**src/rtl/memory_stage.sv**
```systemverilog
// MEM stage: data-memory request/response handshake, store lane steering, load extension
// and the MEM/WB pipeline register.
module memory_stage #(
  parameter int unsigned DATA_WIDTH      = 32,
  parameter int unsigned ADDR_WIDTH      = 10,
  parameter int unsigned DMEM_ADDR_WIDTH = 12
) (
  input  logic                       i_clk,
  input  logic                       i_rst_n,
  input  logic [DATA_WIDTH-1:0]      i_alu_result_m,
  input  logic [DATA_WIDTH-1:0]      i_write_data_m,
  input  logic                       i_regwrite_m,
  input  logic                       i_memwrite_m,
  input  logic [1:0]                 i_resultsrc_m,
  input  logic [4:0]                 i_rd_addr_m,
  input  logic [ADDR_WIDTH-1:0]      i_pc4_m,
  input  logic [2:0]                 i_f3_m,
  output logic                       o_dmem_req,
  output logic                       o_dmem_we,
  output logic [DMEM_ADDR_WIDTH-1:0] o_dmem_addr,
  output logic [3:0]                 o_dmem_be,
  output logic [DATA_WIDTH-1:0]      o_dmem_wdata,
  input  logic                       i_dmem_rvalid,
  input  logic [DATA_WIDTH-1:0]      i_dmem_rdata,
  output logic                       o_stall_m,
  output logic [DATA_WIDTH-1:0]      o_forward_m,
  output logic                       o_regwrite_w,
  output logic [1:0]                 o_resultsrc_w,
  output logic [4:0]                 o_rd_addr_w,
  output logic [DATA_WIDTH-1:0]      o_alu_result_w,
  output logic [DATA_WIDTH-1:0]      o_read_data_w,
  output logic [ADDR_WIDTH-1:0]      o_pc4_w,
  output logic                       o_misaligned_w
);

  typedef enum logic {StIdle, StWait} state_e;

  state_e state_q, state_d;

  logic                  access, is_load, is_store, misaligned, aligned_access;
  logic [1:0]            byte_off;
  logic [7:0]            ld_byte;
  logic [15:0]           ld_half;
  logic [DATA_WIDTH-1:0] load_ext;

  assign is_store       = i_memwrite_m;
  assign is_load        = (i_resultsrc_m == 2'b01) && !i_memwrite_m;
  assign access         = i_memwrite_m || (i_resultsrc_m == 2'b01);
  assign byte_off       = i_alu_result_m[1:0];
  assign aligned_access = access && !misaligned;

  // Only real memory accesses can fault; ALU ops reuse funct3 for other meanings.
  always_comb begin
    misaligned = 1'b0;
    if (access) begin
      unique case (i_f3_m[1:0])
        2'b01:   misaligned = byte_off[0];
        2'b10:   misaligned = (byte_off != 2'b00);
        default: misaligned = 1'b0;
      endcase
      if (is_load && ((i_f3_m == 3'b011) || (i_f3_m == 3'b110) || (i_f3_m == 3'b111))) begin
        misaligned = 1'b1;
      end
      if (is_store && (i_f3_m[2] || (i_f3_m == 3'b011))) begin
        misaligned = 1'b1;
      end
    end
  end

  always_comb begin
    o_dmem_req = 1'b0;
    o_stall_m  = 1'b0;
    state_d    = state_q;
    unique case (state_q)
      StIdle: begin
        if (aligned_access) begin
          o_dmem_req = 1'b1;
          o_stall_m  = 1'b1;
          state_d    = StWait;
        end
      end
      StWait: begin
        o_stall_m = !i_dmem_rvalid;
        if (i_dmem_rvalid) begin
          state_d = StIdle;
        end
      end
      default: state_d = StIdle;
    endcase
  end

  always_ff @(posedge i_clk or negedge i_rst_n) begin
    if (!i_rst_n) begin
      state_q <= StIdle;
    end else begin
      state_q <= state_d;
    end
  end

  assign o_dmem_we   = i_memwrite_m;
  assign o_dmem_addr = {i_alu_result_m[DMEM_ADDR_WIDTH-1:2], 2'b00};

  always_comb begin
    o_dmem_be    = 4'b1111;
    o_dmem_wdata = i_write_data_m;
    unique case (i_f3_m[1:0])
      2'b00: begin
        o_dmem_be    = 4'b0001 << byte_off;
        o_dmem_wdata = {(DATA_WIDTH / 8){i_write_data_m[7:0]}};
      end
      2'b01: begin
        o_dmem_be    = byte_off[1] ? 4'b1100 : 4'b0011;
        o_dmem_wdata = {(DATA_WIDTH / 16){i_write_data_m[15:0]}};
      end
      default: begin
        o_dmem_be    = 4'b1111;
        o_dmem_wdata = i_write_data_m;
      end
    endcase
  end

  always_comb begin
    ld_byte = i_dmem_rdata[7:0];
    unique case (byte_off)
      2'b00: ld_byte = i_dmem_rdata[7:0];
      2'b01: ld_byte = i_dmem_rdata[15:8];
      2'b10: ld_byte = i_dmem_rdata[23:16];
      2'b11: ld_byte = i_dmem_rdata[31:24];
      default: ld_byte = i_dmem_rdata[7:0];
    endcase
    ld_half = byte_off[1] ? i_dmem_rdata[31:16] : i_dmem_rdata[15:0];
    unique case (i_f3_m)
      3'b000:  load_ext = {{(DATA_WIDTH - 8){ld_byte[7]}}, ld_byte};
      3'b001:  load_ext = {{(DATA_WIDTH - 16){ld_half[15]}}, ld_half};
      3'b100:  load_ext = {{(DATA_WIDTH - 8){1'b0}}, ld_byte};
      3'b101:  load_ext = {{(DATA_WIDTH - 16){1'b0}}, ld_half};
      default: load_ext = i_dmem_rdata;
    endcase
  end

  assign o_forward_m = (i_resultsrc_m == 2'b10) ?
                       {{(DATA_WIDTH - ADDR_WIDTH){1'b0}}, i_pc4_m} : i_alu_result_m;

  // Stall cycles insert a bubble: write enables drop, payload holds.
  always_ff @(posedge i_clk or negedge i_rst_n) begin
    if (!i_rst_n) begin
      o_regwrite_w   <= 1'b0;
      o_resultsrc_w  <= 2'b00;
      o_rd_addr_w    <= 5'd0;
      o_alu_result_w <= '0;
      o_read_data_w  <= '0;
      o_pc4_w        <= '0;
      o_misaligned_w <= 1'b0;
    end else if (o_stall_m) begin
      o_regwrite_w   <= 1'b0;
      o_misaligned_w <= 1'b0;
    end else begin
      o_regwrite_w   <= i_regwrite_m && !misaligned;
      o_misaligned_w <= misaligned;
      o_resultsrc_w  <= i_resultsrc_m;
      o_rd_addr_w    <= i_rd_addr_m;
      o_alu_result_w <= i_alu_result_m;
      o_pc4_w        <= i_pc4_m;
      o_read_data_w  <= (is_load && !misaligned) ? load_ext : '0;
    end
  end

endmodule

```
**config.mk**
```make
export PLATFORM = sky130hd
export DESIGN_NAME = memory_stage
export DESIGN_NICKNAME = d
export VERILOG_FILES = /design/src/rtl/memory_stage.sv
export SDC_FILE = /design/constraint.sdc
export NUM_CORES = 1
export LEC_CHECK = 0
export CORE_AREA = 2 2 110 112
export DETAILED_ROUTE_END_ITERATION = 7
export DIE_AREA = 0 0 112 114
export GPL_TIMING_DRIVEN = 0
export PLACE_DENSITY = 0.92
export SYNTH_ARGS = -nofsm -noshare
export SYNTH_HDL_FRONTEND = slang
export SYNTH_SLANG_ARGS = --single-unit
export TNS_END_PERCENT = 10
```
**constraint.sdc**
```tcl
create_clock -name i_clk -period 4.34 [get_ports i_clk]
set_clock_uncertainty 0.1 [all_clocks]
set_input_delay 0.651 -clock i_clk [delete_from_list [all_inputs] [get_ports i_clk]]
set_output_delay 0.651 -clock i_clk [all_outputs]
set_load 0.01 [all_outputs]
```
; ---- Yosys cells after proc, flatten, opt, wreduce, memory -nomap -nowiden
; Index checks and enable logic that the tools add are counted.
[word_totals]
regBits = 84
inputBits = 121
output_inout_bits = 166
elab_cells = 59
[classes]
n_eq_ne = 13
n_shift = 1
mux = 19
bitwise = 1
n_reduce_logical = 17
[ops]
columns = op, n
row1 = case mux 32 bit (4 select lines), 1
row2 = two-way mux 32 bit, 2
row3 = case mux 32 bit (2 select lines), 1
row4 = case mux 8 bit (4 select lines), 1
row5 = two-way mux 16 bit, 1
row6 = "== test 3 bit, second input constant", 4
row7 = "== test 2 bit, second input constant", 4
row8 = two-way mux 1 bit, 8
row9 = case mux 4 bit (2 select lines), 1
row10 = "== test 2 x 1 -> 1 bit, second input constant", 3
row11 = logical AND 1 bit, 6
row12 = case mux 1 bit (2 select lines), 3
row13 = logical NOT 2 bit, 2
row14 = logical OR 1 bit, 4
row15 = two-way mux 4 bit, 1
row16 = "left shift 1 x 2 -> 4 bit, first input constant", 1
row17 = "== test 3 x 1 -> 1 bit, second input constant", 1
row18 = "== test 3 x 2 -> 1 bit, second input constant", 1
row19 = logical NOT 1 bit, 3
row20 = logical NOT 3 bit, 1
row21 = nonzero test 2 bit, 1
row22 = inverter 1 bit, 1

; ---- Depth between registers and ports, before layout
[depth]
ltp_word = 12
ltp_mapped = 9

; ---- Least setup slack after synthesis
; Ideal clock, no wire load.
[synth_path]
path_type = in2out
start = input i_f3_m[0]
end = output o_dmem_wdata[16]
t_arrival_ns = 2.004
required_time_ns = 3.589
slack_ns = 1.585
cell_stages = 8
n_path_buf = 3
path_cell_list = inv_1 -> ha_1 -> buf_2 -> nor2_1 -> clkbuf_1 -> buf_1 -> nand2_1 -> nand2_1
[synth_between]
elab_chain_len = 2
[synth_rtl]
columns = element, line
row1 = from (decl), 17  ; input logic [2:0] i_f3_m,
row2 = == test 2 x 1 -> 1 bit or logical NOT 2 bit (tied branches), 106  ; unique case (i_f3_m[1:0])
row3 = case mux 32 bit (2 select lines) *, 106
row4 = to (decl), 22  ; output logic [DATA_WIDTH-1:0] o_dmem_wdata,
; Mark *: on every way between the ends. The rest lies on a longest branch, timed or not.

; ---- Worst setup path in the final report
[layout_path]
start = input i_f3_m[1]
end = output o_stall_m
[layout_between]
elab_chain_len = 11
[layout_rtl]
columns = element, line
row1 = == test 3 x 2 -> 1 bit or == test 3 bit (tied branches), "61, 64"
row2 = logical OR 1 bit (2 in series), 61  ; if (is_load && ((i_f3_m == 3'b011) || (i_f3_m == 3'b110) || (i_f3_m == 3'b111))) begin
row3 = logical AND 1 bit, 61
row4 = two-way mux 1 bit, 61
row5 = two-way mux 1 bit *, 64  ; if (is_store && (i_f3_m[2] || (i_f3_m == 3'b011))) begin
row6 = two-way mux 1 bit *, 55  ; if (access) begin
row7 = logical NOT 1 bit *, 50  ; assign aligned_access = access && !misaligned;
row8 = logical AND 1 bit *, 50
row9 = two-way mux 1 bit *, 76  ; if (aligned_access) begin
row10 = case mux 1 bit (2 select lines) *, 74  ; unique case (state_q)
row11 = to (decl), 25  ; output logic o_stall_m,
; Marked as above.

==> summary.md <==
| Metric | Value |
|---|---|
| Number of global-route vias before repair | `4,937` |
| Antenna cells | `0` |
| Clk Tree Root Cell | `clkbuf_16` |
| Via count | `4,702` |
| Synth top area share | `45.06%` |
| Resize count post-CTS | `0` |
| Setup violators final | `0` |
| Initial antenna violation count | `0` |
| Skew-Pair Late Insertion Delay | `330 ps` |
| WL per Instance | `20.67 um` |
| Cell area after synthesis | `4664 um^2` |
| Clk buf depth | `2` |
| Reg-to-reg endpoint | `o_alu_result_w[5]$_DFFE_PN0P_` |
| Final period util | `96.87%` |
| First-pass GRT wire length | `27,280 um` |
| Worst path slowest cell | `clkdlybuf4s50_1` |
| Critical path required time | `3590 ps` |
| Post-synth EDFFs | `0` |
| Critical-path maximum fanout | `11` |
| Total GRT Usage | `between 20% and 30%` |
| Critical-path cell list | `clkdlybuf4s50_1 > inv_1 > ha_1 > buf_2 > nand3_1 > nand4b_1 > o21ai_4 > buf_6 > buf_6 > clkdlybuf4s50_1` |
| Fmax | `237.9 MHz` |
| Crit. End Element | `output port` |
| Hold Vio Cnt, Final | `0` |
| Row Count | `40` |
| Clock transition at path regs | `~60 ps` |
| Routability Congestion | `1.012` |
| Fraction of registers with async set/reset | `100.0%` |
| Total length of routed wires | `around 18,000 um` |
| Worst-Margin Slew | `664.3 ps` |
| Post-Synthesis Cells | `419` |
| Area growth, synth to finish | `72.75%` |
| Port Buffers | `approximately 280` |
| Drc violations | `0` |
| Io pins | `287` |
| WP buf/inv | `6` |
| R2R setup slack | `roughly 2400 ps` |
| Post-route cell area | `8058 um^2` |
| Iteration-0 DRC Markers | `319` |
| Worst setup SP type | `primary input` |
| Register area share after synthesis | `45.06%` |
| Nets | `839` |
| Worst path max stage delay | `550 ps` |
| PwrDens | `~340 nW/um^2` |
| TritonCTS Sinks | `84` |
| Unrepaired setup endpoints after global routing | `false` |
| Count of state elements after synthesis | `84` |
| First drt pass iteration count | `5` |
| TritonCTS Buffers | `9` |
| Avg Cell Area, Syn | `around 11 um^2` |
| Synth warn | `0` |
| Synth Flop Type | `dfrtp_1` |
| Post-synthesis cell type count | `38` |
| Initial Util | `around two fifths` |
| Most frequent cells in the layout | `clkdlybuf4s50_1, dfrtp_1, mux2_2` |
| Post-layout power | `2.736 mW` |
| Die area | `12,770 um^2` |
| Crit Path Class | `in -> out` |
| Placement Cell Area | `7710 um^2` |
| CTS Hold Bufs | `0` |
| Die height | `114 um` |
| Vias per std cell | `5.430` |
| Top post-synthesis cells by area | `dfrtp_1, mux2_2, o2bb2ai_1` |
| Layout cells sized above 1 | `17.25%` |
| Core area | `approximately 12,000 um^2` |
| ANT nets after route | `0` |
| Crit-path leading delay family | `buffers and inverters` |
| Fillers | `850` |
| Slew margin rel. | `between 50% and 60%` |
| H-Tree Depth | `3` |
| Total gr overflow | `0` |
| Largest area contributor in the netlist | `dfrtp_1` |
| Outcome | `complete, no violations` |
| Worst r2r src | `state_q$_DFF_PN0_` |
| R2r worst-path depth | `4` |
| CTS tree | `yes` |
| Worst VDD drop | `between 0.0003 and 0.0004 V` |
| Most common cell after layout, fill and taps aside | `clkdlybuf4s50_1` |
| Largest net degree at the start of global routing | `between 50 and 60` |
| Leakage | `3.356 nW` |
| # Max-Cap Violations | `0` |
| Detail Placement HPWL | `14,080 um` |
| Post CTS Setup Buffer Count | `0` |
| DIE WIDTH | `112 um` |
| Final Max Tran Viols | `0` |
| Hold Crit Class | `in -> async` |
| Worst EP arrival | `3450 ps` |
| Min Tclk post-route | `about 4200 ps` |
per-stage QoR:
stage	TNS (ps)	hold slack, ps	setup slack (ps)	std cells	utilization, %
detailed placement	0	372.9	92.41	851	65.83
floorplan	0	255.4	1585	420	-
finish	0	148.2	135.8	866	68.80
CTS	0	151.5	89.25	867	68.82
global placement	-30480	376.1	-369.7	850	65.62
global route	0	165.4	9.227	866	68.80
cell usage after synthesis (8+ instances only):
library cell	n
a221oi_1	13
buf_4	21
and2_1	22
buf_6	8
a22oi_1	8
clkbuf_1	16
mux2i_1	10
o2bb2ai_1	38
o21ai_0	8
a22o_1	8
a21oi_1	16
mux2_2	65
nand2_1	45
dfrtp_1	84
routing by layer:
metal / up-vias / track usage (%) / part of all wire (%)
met5: - / 0 / 0
met3: 54 / 8.874 / 9.4
met2: 290 / 50.30 / 52
li1: 2099 / - / -
met1: 2259 / 29.81 / 35
met4: 0 / 10.41 / 3.5
flip-flops by register name, indices dropped and copies added, names as in the netlist:
signal and count:
o_resultsrc_w 2, o_alu_result_w 32, o_rd_addr_w 5, o_regwrite_w 1, state_q 1, o_read_data_w 32, o_pc4_w 10, o_misaligned_w 1
area by class of cell:
type / count / area, um^2 / share of cell area (%)
Timing Repair Buffer: 284 / 2858 / 35.47
Multi-Input combinational cell: 280 / 2201 / 27.31
Sequential cell: 84 / 2102 / 26.09
Buffer: 52 / 351.6 / 4.363
Clock buffer: 10 / 239.0 / 2.966
Tap cell: 147 / 183.9 / 2.283
Clock inverter: 6 / 111.4 / 1.382
Inverter: 3 / 11.26 / 0.1398
power breakdown:
part	switching, mW	internal, mW
Clock	0.326	0.578
Combinational	0.381	0.529
Sequential	0.0483	0.873
Total	0.756	1.98
worst register-to-register path, stage by stage, from the launching register on:
cell	delay, ps
dfrtp_1	390
o21bai_1	220
o21ai_4	450
clkbuf_8	280
mux2_2	350
logic make-up (layout without fill, tap and decap cells):
group                      Yosys count  after routing  share of synthesized area, %
other                                1              2                       0.08039
adders and majority gates            4              4                         1.073
DFF                                 84             84                         45.06
muxes                               75             75                         17.84
and+or+nand+nor                     99             99                         10.76
buffers and inverters               56            355                         7.833
AOI/OAI and AO/OA                  100            100                         17.36
worst max path at each step:
| stage | startpoint | end | slack [ps] | cells past startpoint |
|---|---|---|---|---|
| global placement | i_rst_n | o_read_data_w[16]$_DFFE_PN0P_ | -370 | 1 |
| floorplan | i_f3_m[0] | o_dmem_wdata[16] | 1580 | 8 |
| finish | i_f3_m[1] | o_stall_m | 140 | 10 |
| detailed placement | i_f3_m[0] | o_dmem_wdata[21] | 90 | 10 |
| global route | i_f3_m[1] | o_stall_m | 9 | 10 |
| CTS | i_f3_m[0] | o_dmem_wdata[21] | 90 | 10 |
(Power assumes the default switching activity.)
